**config.mk**
```make
export PLATFORM = sky130hd
export DESIGN_NAME = stage_mem_lsu
export DESIGN_NICKNAME = d
export VERILOG_FILES = /design/src/rtl/stage_mem_lsu.sv
export SDC_FILE = /design/constraint.sdc
export NUM_CORES = 1
export LEC_CHECK = 0
export BUFFER_PORTS_ARGS = -buffer_cell sky130_fd_sc_hd__buf_2
export CAP_MARGIN = 20
export CORE_ASPECT_RATIO = 0.6
export CORE_MARGIN = 2
export CORE_UTILIZATION = 40
export CTS_BUF_LIST = sky130_fd_sc_hd__clkbuf_4 sky130_fd_sc_hd__clkbuf_8
export CTS_CLUSTER_DIAMETER = 40
export CTS_CLUSTER_SIZE = 12
export DETAILED_ROUTE_END_ITERATION = 6
export PLACE_DENSITY = 0.66
export SETUP_SLACK_MARGIN = 0.1
export SYNTH_ARGS = -nofsm -noshare
export SYNTH_HDL_FRONTEND = slang
export SYNTH_SLANG_ARGS = --single-unit
```
**constraint.sdc**
```tcl
create_clock -name i_clock -period 2.35 [get_ports i_clock]
set_input_delay 0.47 -clock i_clock [delete_from_list [all_inputs] [get_ports i_clock]]
set_output_delay 0.47 -clock i_clock [all_outputs]
set_load 0.05 [all_outputs]
```
**src/rtl/stage_mem_lsu.sv**
```systemverilog
// ---------------------------------------------------------------------------
// stage_mem_lsu
//
// Memory stage of the RV32 pipeline. Takes the ALU result as the effective
// address and register B as store data, runs one load or store per
// instruction over a request/acknowledge bus, and stalls the upstream stages
// until the access finishes. Load data is aligned and sign/zero-extended
// for writeback. Misaligned, illegal and timed-out accesses raise o_fault.
//
// Ports:
//   i_clock, i_reset        rising-edge clock, synchronous active-high reset
//   i_valid                 instruction present from execute
//   i_memRd, i_memWr        load / store request
//   i_size                  00 byte, 01 half, 10 word, 11 illegal
//   i_unsigned              zero-extend loads (LBU/LHU)
//   i_address, i_dataB      effective address, store data
//   o_busAddr               word-aligned bus address
//   o_busRdEnable           bus read strobe
//   o_busWrEnable           bus write strobe
//   o_busByteEnable         active byte lanes
//   o_busWrData             lane-replicated store data
//   i_busRdData, i_busAck   bus read data and completion
//   o_busy                  stall request to upstream stages
//   o_done                  one-cycle pulse, access completed
//   o_rdData                extended load data, valid with o_done
//   o_fault                 one-cycle pulse, illegal or timed-out access
// ---------------------------------------------------------------------------
module stage_mem_lsu #(
   parameter int DATA_WIDTH     = 32,
   parameter int TIMEOUT_CYCLES = 255
) (
   input  logic                    i_clock,
   input  logic                    i_reset,
   input  logic                    i_valid,
   input  logic                    i_memRd,
   input  logic                    i_memWr,
   input  logic [1:0]              i_size,
   input  logic                    i_unsigned,
   input  logic [DATA_WIDTH-1:0]   i_address,
   input  logic [DATA_WIDTH-1:0]   i_dataB,
   output logic [DATA_WIDTH-1:0]   o_busAddr,
   output logic                    o_busRdEnable,
   output logic                    o_busWrEnable,
   output logic [3:0]              o_busByteEnable,
   output logic [DATA_WIDTH-1:0]   o_busWrData,
   input  logic [DATA_WIDTH-1:0]   i_busRdData,
   input  logic                    i_busAck,
   output logic                    o_busy,
   output logic                    o_done,
   output logic [DATA_WIDTH-1:0]   o_rdData,
   output logic                    o_fault
);

   // The lane logic below is written for a 32-bit bus only.
   if (DATA_WIDTH != 32) begin : gBadWidth
      $error("stage_mem_lsu: DATA_WIDTH must be 32");
   end

   typedef enum logic [1:0] {
      IDLE = 2'd0,
      REQ  = 2'd1,
      DONE = 2'd2
   } state_t;

   // Value of the counter on the last REQ cycle allowed without an ack.
   localparam logic [31:0] TimeoutLast =
      (TIMEOUT_CYCLES > 0) ? 32'(TIMEOUT_CYCLES - 1) : 32'd0;
   localparam bit TimeoutEn = (TIMEOUT_CYCLES > 0);

   state_t       state_q, state_d;
   logic [31:0]  timeoutCnt_q, timeoutCnt_d;
   logic         timedOut_q, timedOut_d;
   logic [31:0]  busAddr_q;
   logic [3:0]   byteEn_q;
   logic [31:0]  wrData_q;
   logic         isWrite_q;
   logic [1:0]   size_q;
   logic         unsigned_q;
   logic [1:0]   byteOff_q;
   logic [31:0]  rdData_q;

   logic         start;
   logic         illegal;
   logic         accept;
   logic         capture;
   logic [3:0]   byteEnNext;
   logic [31:0]  wrDataNext;
   logic [31:0]  loadShifted;
   logic [31:0]  loadExt;

   assign start = i_valid & (i_memRd | i_memWr);

   // Conflicting direction, reserved size, or an address not naturally
   // aligned for the requested size.
   assign illegal = (i_memRd & i_memWr)
                  | (i_size == 2'b11)
                  | ((i_size == 2'b01) & i_address[0])
                  | ((i_size == 2'b10) & (i_address[1:0] != 2'b00));

   // Byte lanes and replicated store data for the incoming instruction,
   // latched only when the access is accepted.
   always_comb begin
      byteEnNext = 4'b1111;
      wrDataNext = i_dataB;
      case (i_size)
         2'b00: begin
            byteEnNext = 4'b0001 << i_address[1:0];
            wrDataNext = {4{i_dataB[7:0]}};
         end
         2'b01: begin
            byteEnNext = 4'b0011 << {i_address[1], 1'b0};
            wrDataNext = {2{i_dataB[15:0]}};
         end
         default: begin
            byteEnNext = 4'b1111;
            wrDataNext = i_dataB;
         end
      endcase
   end

   // Bring the addressed byte/half down to bit 0, then extend from the
   // top bit of the access unless the unsigned flag is set.
   assign loadShifted = i_busRdData >> {byteOff_q, 3'b000};

   always_comb begin
      loadExt = loadShifted;
      case (size_q)
         2'b00:   loadExt = unsigned_q ? {24'd0, loadShifted[7:0]}
                                       : {{24{loadShifted[7]}}, loadShifted[7:0]};
         2'b01:   loadExt = unsigned_q ? {16'd0, loadShifted[15:0]}
                                       : {{16{loadShifted[15]}}, loadShifted[15:0]};
         default: loadExt = loadShifted;
      endcase
   end

   // Control FSM: next state, stall/handshake outputs and datapath enables.
   // Illegal starts fault immediately and never leave IDLE; DONE always
   // returns to IDLE so the instruction still on the inputs is not re-run.
   always_comb begin
      state_d       = state_q;
      timeoutCnt_d  = timeoutCnt_q;
      timedOut_d    = timedOut_q;
      accept        = 1'b0;
      capture       = 1'b0;
      o_busy        = 1'b0;
      o_done        = 1'b0;
      o_fault       = 1'b0;
      o_busRdEnable = 1'b0;
      o_busWrEnable = 1'b0;
      case (state_q)
         IDLE: begin
            if (start) begin
               if (illegal) begin
                  o_fault = 1'b1;
               end else begin
                  o_busy       = 1'b1;
                  accept       = 1'b1;
                  timeoutCnt_d = 32'd0;
                  timedOut_d   = 1'b0;
                  state_d      = REQ;
               end
            end
         end
         REQ: begin
            o_busy        = 1'b1;
            o_busRdEnable = ~isWrite_q;
            o_busWrEnable = isWrite_q;
            if (i_busAck) begin
               capture = ~isWrite_q;
               state_d = DONE;
            end else begin
               timeoutCnt_d = timeoutCnt_q + 32'd1;
               if (TimeoutEn && (timeoutCnt_q == TimeoutLast)) begin
                  timedOut_d = 1'b1;
                  state_d    = DONE;
               end
            end
         end
         DONE: begin
            o_done  = ~timedOut_q;
            o_fault = timedOut_q;
            state_d = IDLE;
         end
         default: begin
            state_d = IDLE;
         end
      endcase
   end

   // State, timeout tracking and the latched access/result registers.
   always_ff @(posedge i_clock) begin
      if (i_reset) begin
         state_q      <= IDLE;
         timeoutCnt_q <= 32'd0;
         timedOut_q   <= 1'b0;
         busAddr_q    <= 32'd0;
         byteEn_q     <= 4'd0;
         wrData_q     <= 32'd0;
         isWrite_q    <= 1'b0;
         size_q       <= 2'd0;
         unsigned_q   <= 1'b0;
         byteOff_q    <= 2'd0;
         rdData_q     <= 32'd0;
      end else begin
         state_q      <= state_d;
         timeoutCnt_q <= timeoutCnt_d;
         timedOut_q   <= timedOut_d;
         if (accept) begin
            busAddr_q  <= {i_address[31:2], 2'b00};
            byteEn_q   <= byteEnNext;
            wrData_q   <= wrDataNext;
            isWrite_q  <= i_memWr;
            size_q     <= i_size;
            unsigned_q <= i_unsigned;
            byteOff_q  <= i_address[1:0];
         end
         if (capture) begin
            rdData_q <= loadExt;
         end
      end
   end

   assign o_busAddr       = busAddr_q;
   assign o_busByteEnable = byteEn_q;
   assign o_busWrData     = wrData_q;
   assign o_rdData        = rdData_q;

endmodule

```
# Yosys cells after proc, flatten, opt, wreduce, memory -nomap -nowiden
# Cells that the tools add are included.
# W data, S select, Z words.
[totals]
word_cells = 76
out_inout_bits = 105
inputBits = 105
regBits = 139
[op_classes]
reduce_logical = 8
addsub = 1
shifts = 3
bitwise_logic = 10
mux = 31
eq_ne = 12
[op_table]
columns = ["operator", "count"]
rows = [
  ["$pmux W32 S2", 3],
  ["$mux W32", 5],
  ["$add A32 B1 Y32 const B", 1],
  ["$eq A32 B8 Y1 const B", 1],
  ["$shr A32 B5 Y32", 1],
  ["$mux W1", 14],
  ["$mux W2", 4],
  ["$ne A2 B2 Y1 const B", 4],
  ["$pmux W4 S2", 1],
  ["$eq A2 B1 Y1 const B", 3],
  ["$eq A2 B2 Y1 const B", 3],
  ["$logic_not A2 Y1", 3],
  ["$pmux W1 S2", 3],
  ["$reduce_and A5 Y1", 1],
  ["$and A1 B1 Y1", 4],
  ["$or A1 B1 Y1", 4],
  ["$pmux W2 S2", 1],
  ["$reduce_and A4 Y1", 1],
  ["$reduce_bool A2 Y1", 2],
  ["$shl A1 B2 Y4 const A", 1],
  ["$shl A2 B2 Y4 const A", 1],
  ["$ne A3 B3 Y1 const B", 1],
  ["$reduce_and A3 Y1", 1],
  ["$not A1 Y1", 2],
]

# Depth between registers and ports, before layout
[depth]
ltp_word = 7
depth_mapped = 8
mapped_depth_nobuf = 7

# Worst setup path before layout
# Ideal clock, no wire load.
[synth_timing]
kind = "flip-flop to flip-flop"
from = "reg state_q[1]"
to = "reg rdData_q[20] (netlist: o_rdData[20])"
stages_incl_launch_ff = 7
t_required_ns = 2.216
path_slack_ns = -0.040
period_less_slack_ns = 2.390
setup_ns = 0.134
path_buffers = 1
arrival_time_ns = 2.256
path_cell_list = "dfxtp_1 > nand2b_1 > nor2_1 > nand2_1 > a21oi_1 > buf_2 > a211oi_1"
[synth_between]
elab_chain_len = 2
[synth_lines]
columns = ["item", "line", "source"]
rows = [
  ["from (decl)", "70", "state_t state_q, state_d;"],
  ["from (signal assigned)", "205", "state_q <= state_d;"],
  ["$eq A2 B1 Y1", "150", "case (state_q)"],
  ["$mux W1", "150", ""],
  ["to (signal assigned)", "218", "rdData_q <= loadExt;"],
  ["to (decl)", "80", "logic [31:0] rdData_q;"],
]
# Every way passes these cells.
# A chain may end at the register's enable or synchronous reset.

# Final worst setup path
[layout_timing]
from = "in i_address[1]"
to = "out o_busy"
[layout_between]
elab_chain_len = 6
[layout_lines]
columns = ["item", "line", "source"]
rows = [
  ["from (decl)", "39", "input logic [DATA_WIDTH-1:0] i_address,"],
  ["$reduce_bool A2 Y1", "98", "| ((i_size == 2'b10) & (i_address[1:0] != 2'b00));"],
  ["$and A1 B1 Y1", "98", ""],
  ["$or A1 B1 Y1", "98", ""],
  ["$mux W1", "153", "if (illegal) begin"],
  ["$mux W1", "152", "if (start) begin"],
  ["$pmux W1 S2", "150", ""],
  ["to (decl)", "48", "output logic o_busy,"],
]
# Every way passes these cells.

==> summary.md <==
| Metric | Value |
|---|---|
| Fin Setup TNS | 0 ns |
| Worst Skew | 0.0176 ns |
| DPL Wire Length | ~14000 µm |
| Max FO, Critical Path | 5 |
| Drt total wl | 19500 µm |
| Inserted Clock Buffers | 17 |
| Worst r2r path cells | 5 |
| Initial antenna violation count | 0 |
| Dominant cell type by area after synthesis | dfxtp_1 |
| Number of synthesized flops with an enable pin | 0 |
| Crit path time final | 2.15 ns |
| Post-synth top flop | dfxtp_1 |
| H-tree depth | 4 |
| Crit path kind | in -> out |
| NumNets Final | 1082 |
| Post-Syn Instances | 787 |
| Top cells by area, synth | dfxtp_1, nand2_1, a21oi_1 |
| Arrival @ worst endpoint | 1.68 ns |
| Avg Inst Size Synth | ~8 µm² |
| Yosys reg bits | 139 |
| Final period util | 91.7% |
| Yosys warns | 0 |
| Clk_lat worst skew | roughly 0.45 ns |
| Pins Over Slew Limit | 0 |
| Setup Buffers After CTS | 0 |
| Chip Height | 102 µm |
| Status | finished clean |
| Reg2Reg Setup Slack | 0.26 ns |
| Post-route DRC | 0 |
| Hold Fails Final Rpt | 0 |
| Leakage | 0.00329 µW |
| Routed Antenna Nets | 0 |
| Critical R2R Launch | timeoutCnt_q[3]$_SDFFE_PP0P_ |
| # clock sinks | 139 |
| Full die area | 17000 µm² |
| Relative slew slack | 43.0% |
| Distinct cells, synth | 46 |
| Standard-cell rows | 35 |
| CTS tree | yes |
| Grt ovf | 0 |
| First-pass GRT wire length | 31300 µm |
| Register area share after synthesis | between 40% and 50% |
| Setup crit end kind | primary output |
| CTS Buffer Depth | 2 |
| Actual slew at the worst max-slew pin | 0.848 ns |
| Core area | 15500 µm² |
| Setup violations, final | 0 |
| Final Worst Setup Slack | ~0.20 ns |
| WHS Path Cells | 3 |
| WL per Instance | about 16 µm |
| Global placement routability congestion | slightly below 0.9 |
| GR Util All Layers | 23.2% |
| R2R Path End | timeoutCnt_q[30]$_SDFFE_PP0P_ |
| Power Dens Cells | between 600 and 700 nW/µm² |
| Antenna cells | 0 |
| IO Count | 210 |
| Largest net degree at the start of global routing | 75 |
| Vias | 6507 |
| Die Wd | 167 µm |
| Initial DRC Count | 567 |
| Max VDD drop | 311 µV |
| Cell Area, Synth | 6370 µm² |
| Initial Utilization | 41.2% |
| Unrepaired setup endpoints after global routing | no |
| Worst slack at placement | ~0.14 ns |
| Fmax | 464 MHz |
| First-pass DRT Iterations | 5 |
| Clock slew at reported path FFs | ~0.10 ns |
| Share of cells above drive strength 1 | 29.3% |
| Max Cap Viol | 0 |
| Vias in the first global route | 5841 |
| WP data required | 1.88 ns |
| # port buffers | 207 |
| Syn-to-layout area delta | 26.6% |
| Hold Crit Endpoint | o_busAddr[14]$_SDFFE_PP0P_ |
| CTS root buf | clkbuf_8 |
| Synth async-reset ratio | 0% |
| Startpoint Class | primary input |
| Share of the synthesized area in the top cell type | 43.7% |
| Min-delay src | i_address[14] |
| Vias/cell | 5.46 |
| Hold Crit Class | in -> reg |
==> cell usage in the layout, fill, tap and decap left out, types with 3 or more instances in the layout <==
| cell type | n |
|---|---|
| inv_1 | 7 |
| a211oi_1 | 26 |
| nor2_1 | 60 |
| buf_2 | 205 |
| a21oi_1 | 103 |
| nand2b_1 | 3 |
| and3_1 | 6 |
| a311oi_1 | 10 |
| buf_12 | 6 |
| clkinvlp_4 | 4 |
| mux2_2 | 10 |
| o31ai_1 | 24 |
| o21ai_0 | 20 |
| nor2b_1 | 5 |
| and2_1 | 3 |
| or4_1 | 23 |
| nand2_1 | 161 |
| clkbuf_4 | 3 |
| dfxtp_1 | 138 |
| nand3_1 | 9 |
| mux2i_1 | 32 |
| nor3_1 | 13 |
| nand4_1 | 11 |
| inv_6 | 5 |
| o41ai_1 | 3 |
| buf_4 | 18 |
| nor4_1 | 4 |
| or3_1 | 5 |
| clkbuf_8 | 17 |
| o211ai_1 | 15 |
==> where the power goes <==
group          switching (µW)  total (µW)  leakage, µW  internal, µW
Clock                    1060        1940     0.000183           887
Sequential               43.8        2470      0.00113          2430
Combinational             622         891      0.00198           269
Total                    1720        5310      0.00329          3590
==> per-layer routing <==
| metal | GRT usage [%] | up-vias | share of wire, % |
|---|---|---|---|
| li1 | - | 3189 | - |
| met1 | 35.4 | 3026 | 50 |
| met2 | 31.4 | 273 | 39 |
| met3 | 6.29 | 19 | 9.4 |
| met4 | 7.16 | 0 | 1.1 |
| met5 | 0 | - | 0 |
==> kinds of logic (layout without fill, tap and decap cells) <==
kind of cell	count (synthesis)	after routing	synth area share, %
and+or+nand+nor	320	320	24.0
AOI/OAI and AO/OA	210	210	20.3
DFF	139	139	43.7
buffers and inverters	71	271	4.53
muxes	42	42	6.79
adders and majority gates	2	2	0.393
xor gates and xnor gates	2	2	0.275
other	1	2	0.0588
==> registers in the layout, indices dropped and copies added (netlist names) <==
register         cells
timeoutCnt_q        32
o_busByteEnable      4
byteOff_q            2
o_busAddr           30
unsigned_q           1
o_rdData            32
timedOut_q           1
o_busWrData         32
state_q              2
isWrite_q            1
size_q               2
==> through the flow <==
step	instance area [µm²]	util [%]	total power (µW)	instances	hold WS, ns
floorplan	6380	-	3110	788	0.446
global placement	7690	49.7	3410	1159	0.439
detailed placement	7690	49.7	3410	1159	0.443
CTS	8070	52.2	5340	1191	0.218
global route	8070	52.2	5540	1191	0.223
finish	8070	52.2	5310	1191	0.247
==> final cells by class <==
class / count / area [µm²]
Inverter: 9 / 33.8
Fill cell: 1507 / 7390
Tap cell: 203 / 254
Timing Repair Buffer: 230 / 1290
Clock buffer: 19 / 249
Multi-Input combinational cell: 578 / 3330
Sequential cell: 139 / 2780
Clock inverter: 13 / 133
==> cells in the mapped netlist, types with 3 or more instances <==
cell / n
and3_1: 6
o21ai_0: 20
nand3_1: 9
nor2b_1: 5
nand4_1: 11
o41ai_1: 3
mux2i_1: 32
mux2_2: 10
a311oi_1: 10
or3_1: 5
inv_1: 7
a211oi_1: 26
buf_1: 4
o31ai_1: 24
nor2_1: 61
o211ai_1: 15
dfxtp_1: 139
buf_2: 12
nand2b_1: 3
nand2_1: 162
nor3b_1: 3
nor3_1: 13
and2_1: 4
clkbuf_1: 44
a21oi_1: 104
or4_1: 23
nor4_1: 4
==> worst max-delay path: stages <==
cell      delay, ns
buf_2          0.13
nor3_1         0.27
o211a_1        0.31
nor2_1         0.06
nor2_1         0.17
clkbuf_4       0.27
==> repair_timing <==
item | 4_1_cts | 5_1_grt
setup endpoints to repair | 0 | 2
hold endpoints to repair | 0 | 0
hold buffers | 0 | 0
gates resized for setup | 0 | 2
==> how the worst max path moves through the flow <==
stage,startpoint,end,slack [ns],cells after the start
floorplan,state_q[1]$_SDFFE_PP0P_,o_rdData[20]$_SDFFE_PP0P_,0.26,6
global placement,i_address[1],o_busy,0.16,6
detailed placement,i_address[1],timeoutCnt_q[21]$_SDFFE_PP0P_,0.14,7
CTS,i_address[1],o_busy,0.15,6
global route,timeoutCnt_q[3]$_SDFFE_PP0P_,timeoutCnt_q[21]$_SDFFE_PP0P_,0.09,5
finish,i_address[1],o_busy,0.20,6
No activity file was read; power rests on OpenSTA's default activity.
